--- src/rtl/idwt_syn.sv ---
// idwt_syn: two-phase polyphase inverse DWT synthesis stage.
// Each accepted (lo, hi) pair yields an even then an odd reconstructed
// sample. Both phase sums are formed on the accept edge and held until
// they have been drained.

// One output phase: four full-precision taps over current/previous lo and hi.
module idwt_syn_phase #(
  parameter int W_IN  = 20,
  parameter int C_IN  = 5,
  parameter int Y_OUT = W_IN + C_IN + 2
) (
  input  logic signed [W_IN-1:0]  lo_cur,
  input  logic signed [W_IN-1:0]  lo_prv,
  input  logic signed [W_IN-1:0]  hi_cur,
  input  logic signed [W_IN-1:0]  hi_prv,
  input  logic signed [C_IN-1:0]  g_cur,
  input  logic signed [C_IN-1:0]  g_prv,
  input  logic signed [C_IN-1:0]  h_cur,
  input  logic signed [C_IN-1:0]  h_prv,
  output logic signed [Y_OUT-1:0] sum
);
  localparam int P = W_IN + C_IN;

  logic signed [P-1:0] p_lc, p_lp, p_hc, p_hp;

  // Exact products, sign-extended to the output width before the sum
  always_comb begin
    p_lc = P'(lo_cur) * P'(g_cur);
    p_lp = P'(lo_prv) * P'(g_prv);
    p_hc = P'(hi_cur) * P'(h_cur);
    p_hp = P'(hi_prv) * P'(h_prv);
    sum  = Y_OUT'(p_lc) + Y_OUT'(p_lp) + Y_OUT'(p_hc) + Y_OUT'(p_hp);
  end
endmodule

module idwt_syn #(
  parameter int W_IN  = 20,
  parameter int C_IN  = 5,
  parameter int Y_OUT = W_IN + C_IN + 2
) (
  input  logic                    clk,
  input  logic                    rstn,
  input  logic                    in_valid,
  output logic                    in_ready,
  input  logic signed [W_IN-1:0]  lo_in,
  input  logic signed [W_IN-1:0]  hi_in,
  input  logic signed [C_IN-1:0]  g_0,
  input  logic signed [C_IN-1:0]  g_1,
  input  logic signed [C_IN-1:0]  g_2,
  input  logic signed [C_IN-1:0]  g_3,
  input  logic signed [C_IN-1:0]  h_0,
  input  logic signed [C_IN-1:0]  h_1,
  input  logic signed [C_IN-1:0]  h_2,
  input  logic signed [C_IN-1:0]  h_3,
  output logic                    out_valid,
  input  logic                    out_ready,
  output logic signed [Y_OUT-1:0] y_out,
  output logic                    y_phase
);
  localparam int NUM_PH = 2;

  typedef enum logic [1:0] {IDLE, EVEN, ODD} state_t;

  state_t state, state_nxt;

  logic signed [W_IN-1:0] lo_d, hi_d;
  logic [NUM_PH-1:0][C_IN-1:0]  gc_cur, gc_prv, hc_cur, hc_prv;
  logic [NUM_PH-1:0][Y_OUT-1:0] sum_c, sum_r;
  logic in_xfer;

  // Phase p uses taps (g_p, g_p+2, h_p, h_p+2)
  assign gc_cur = {g_1, g_0};
  assign gc_prv = {g_3, g_2};
  assign hc_cur = {h_1, h_0};
  assign hc_prv = {h_3, h_2};

  assign in_xfer = in_valid && in_ready;

  for (genvar p = 0; p < NUM_PH; p++) begin : g_ph
    idwt_syn_phase #(.W_IN(W_IN), .C_IN(C_IN), .Y_OUT(Y_OUT)) u_ph (
      .lo_cur (lo_in),
      .lo_prv (lo_d),
      .hi_cur (hi_in),
      .hi_prv (hi_d),
      .g_cur  (gc_cur[p]),
      .g_prv  (gc_prv[p]),
      .h_cur  (hc_cur[p]),
      .h_prv  (hc_prv[p]),
      .sum    (sum_c[p])
    );
  end

  // State register
  always_ff @(posedge clk) begin
    if (!rstn) state <= IDLE;
    else       state <= state_nxt;
  end

  // Next state: a drained odd sample may be replaced by a new pair on the same edge
  always_comb begin
    state_nxt = state;
    unique case (state)
      IDLE: if (in_xfer)   state_nxt = EVEN;
      EVEN: if (out_ready) state_nxt = ODD;
      ODD:  if (out_ready) state_nxt = in_valid ? EVEN : IDLE;
      default:             state_nxt = IDLE;
    endcase
  end

  // Handshake and output mux; input is only taken when no pending sample would be lost
  always_comb begin
    out_valid = 1'b0;
    in_ready  = 1'b0;
    y_phase   = 1'b0;
    y_out     = sum_r[0];
    unique case (state)
      IDLE: in_ready = rstn;
      EVEN: out_valid = 1'b1;
      ODD: begin
        out_valid = 1'b1;
        y_phase   = 1'b1;
        y_out     = sum_r[1];
        in_ready  = rstn && out_ready;
      end
      default: in_ready = 1'b0;
    endcase
  end

  // History and phase sums capture only on an accepted pair
  always_ff @(posedge clk) begin
    if (!rstn) begin
      lo_d  <= '0;
      hi_d  <= '0;
      sum_r <= '0;
    end else if (in_xfer) begin
      lo_d  <= lo_in;
      hi_d  <= hi_in;
      sum_r <= sum_c;
    end
  end
endmodule

--- config.mk ---
export PLATFORM = sky130hd
export DESIGN_NAME = idwt_syn
export DESIGN_NICKNAME = d
export VERILOG_FILES = /design/src/rtl/idwt_syn.sv
export SDC_FILE = /design/constraint.sdc
export NUM_CORES = 2
export LEC_CHECK = 0
export CAP_MARGIN = 5
export CORE_MARGIN = 8
export CORE_UTILIZATION = 59
export CTS_BUF_LIST = sky130_fd_sc_hd__clkbuf_2 sky130_fd_sc_hd__clkbuf_4 sky130_fd_sc_hd__clkbuf_8
export DETAILED_ROUTE_END_ITERATION = 8
export HOLD_SLACK_MARGIN = 0.02
export PLACE_DENSITY_LB_ADDON = 0.3
export SYNTH_ARGS = -nofsm -noshare
export SYNTH_HDL_FRONTEND = slang
export SYNTH_SLANG_ARGS = --single-unit
--- constraint.sdc ---
create_clock -name clk -period 8.6 [get_ports clk]
set_input_delay 2.15 -clock clk [delete_from_list [all_inputs] [get_ports clk]]
set_output_delay 2.15 -clock clk [all_outputs]
set_load 0.005 [all_outputs]
==> qor.yml <==
outcome: "completed"
met1_length_um: 29740
numCtsBuffers: 9
antenna_found_initial: 1
first_global_vias: 26010
synthXorXnorAreaFrac_pct: 1.889
ys_types: 66
grt_max_degree: 86
routed-wl-met2_um: 40290
synth_mux_area_share_pct: 1.029
worst-setup-path-type: "primary input to flop"
clk_pin_slew_ns: 0.11
htreeDepth: 3
cp_slowest_cell: "clkdlybuf4s50_1"
syn-instance-count: 3623
min_period_ns: 8.447
start_kind: "primary input"
fin_crit_sh_pct: 98.23
ys_async_sr_fraction_pct: 0
nets: 4914
worstMarginPinSlew_ns: 0.8968
cp.required_ns: 8.93
gp_congestion: 0.9136
rrSetupSlack_ns: 1.90
maxCapViolCount: 0
synth_flop_cell: "dfxtp_1"
seq_area_frac_synth_pct: 5.920
synth_top_family_by_area: "adder cells"
synth_area_per_cell_um2: 8.960
drive_gt1_share_pct: 8.711
cpLargestDelayFamily: "adder cells"
min-delay-path-class: "flop to flop"
fmax_mhz: 118.4
clk_path_buf_depth: 2
path_buf_inv: 5
routed_via_density: 5.277
drt_iter0_markers: 1712
crit_chain: "clkdlybuf4s50_1, buf_4, nand2_1, fa_1, inv_1, fa_1, fa_1, fa_1, fa_1, fa_1, inv_1, fa_1, inv_1, ha_1, a21oi_2, o21a_1, o221ai_1, o21bai_4, a211oi_4, a21oi_1, or4_1, nand3_1"
yosys_warnings: 0
synth_edf_count: 0
relSlewSlack_pct: 40.21
layout_commonest_cell: "inv_1"
syn_nets: 4742
critical_path.max_stage_delay_ns: 0.59
drc: 0
finalCoreUtilization_pct: 66.76
cp.arrival_ns: 8.78
maxSlewViolCount: 0
cts_sinks: 96
setup_viol: 0
yosys.area_share.simple_pct: 15.86
dr.pass1.iters: 6
ant_nets: 0
grt_remaining_overflow: 0
die_h_um: 250.6
synth-seq-cells: 96
rows: 86
synth_top_area_cell: "fa_1"
insertion_delay_ns: 0.39
area.growth.synth_to_final_pct: 12.64
vias: 23770
yosys.area.top_type_share_pct: 49.46
synth_area_um2: 32460
post-dp-hpwl_um: 69990
num_io_pins: 114
wl_um: 80020
synth-compound-area-share_pct: 3.585
cp-end-kind: "flop"
dieArea_um2: 62780
finClkSkew_ns: 0.01712
grtUsageTotal_pct: 26.97
wl_met3_um: 5019
finalHoldViolCount: 0
cp_common_cell: "fa_1"
grt_first_pass_wirelength_um: 133700
final_cell_mix: "943 x inv_1, 800 x fa_1, 513 x nand2_1, 247 x and2_1, 231 x ha_1"
die_width_um: 250.6
crit_path_max_fanout: 14
core_um2: 54770
synth-adder-area-share_pct: 58.44
io_buffers: 113
wl_per_cell_um: 17.76
initial_core_util_pct: 59.27
ys_top_cells_by_area: "fa_1 49%, inv_1 11%, ha_1 9.0%, nand2_1 5.9%, dfxtp_1 5.9%"
root_buffer: "clkbuf_8"
cts_tree: "done"
dr.max_layer_used: "met4"
[sequential cells by signal (all words and copies together), names as in the netlist]
| signal | flops |
|---|---|
| hi_d | 20 |
| lo_d | 20 |
| sum_r | 54 |
| state | 2 |
[cell usage after synthesis (3+ instances only)]
cell,n
inv_1,943
fa_1,802
nand2_1,514
and2_1,248
ha_1,233
clkbuf_1,184
dfxtp_1,96
nand3_1,94
nand2b_1,90
nor2_1,76
o21ai_0,53
xnor2_1,52
a21oi_1,38
mux2_2,27
nor2b_1,21
xor2_1,18
o21bai_1,11
and3_1,10
buf_1,9
o21ai_1,8
a21o_1,7
nand4_1,7
a211oi_1,6
nor3_1,6
a31oi_1,5
o21a_1,5
mux2i_1,3
o221ai_1,3
[area by class of cell]
class                   instances  area (µm²)
diodes                          1       2.502
clock buffers                   9       123.9
clock inverters                 7       55.05
fillers                      4406       18210
inverters                     945        3551
multi-input cells            2384       26320
flip-flops and latches         96        1922
well taps                     704       880.8
repair buffers                359        3709
[worst register-to-register path: stages (launching register included)]
cell and delay, ns:
dfxtp_1 0.73, nand2_1 0.18, fa_1 0.56, inv_1 0.06, fa_1 0.55, fa_1 0.44, fa_1 0.56, fa_1 0.43
fa_1 0.49, inv_1 0.05, fa_1 0.49, inv_1 0.05, ha_1 0.32, a21o_1 0.21, o21ai_2 0.17, nand4_1 0.30
a221oi_2 0.42, o21ai_2 0.12, o31ai_2 0.21, xnor2_1 0.15, o21ai_1 0.07
[per-stage QoR]
step	setup WS, ns	instances	setup TNS [ns]	cell area, µm²	hold WS [ns]
global route	-0.01413	4505	-0.01562	36560	0.4940
global placement	-0.1906	4485	-1.828	36260	0.4455
finish	0.1526	4505	0	36560	0.4585
detailed placement	-0.2862	4485	-3.074	36260	0.4448
CTS	0.07032	4501	0	36430	0.4615
floorplan	0.5197	3623	0	32460	0.4306
[routing by layer]
metal,up-vias,track usage [%]
met3,183,3.244
met1,12060,32.79
li1,10730,-
met4,0,12.77
met5,-,0
met2,800,47.47
[kinds of logic after synthesis]
group / count (synthesis)
multiplexers: 30
flip-flops: 96
XOR/XNOR: 70
adder cells (fa/ha/maj): 1035
buffers and inverters: 1143
AND/OR/NAND/NOR: 1077
AO/OA/AOI/OAI: 172
[worst paths after layout]
check	endpoint	from	depth (start not counted)
setup reg to reg	sum_r[26]$_SDFFE_PN0P_	hi_d[9]$_SDFFE_PN0P_	20
hold reg to reg	sum_r[27]$_SDFFE_PN0P_	sum_r[27]$_SDFFE_PN0P_	2
setup / recovery	sum_r[50]$_SDFFE_PN0P_	g_3[0]	22
hold / removal	sum_r[27]$_SDFFE_PN0P_	sum_r[27]$_SDFFE_PN0P_	2
[timing repair]
item / in CTS / in global routing
hold buffers: 0 / 0
setup endpoints to repair: 0 / 14
buffers inserted: 0 / 3
resized for setup: 0 / 23
Power is not shown: default switching activity piles up to over one toggle a cycle in this logic, so the estimate is an artifact.
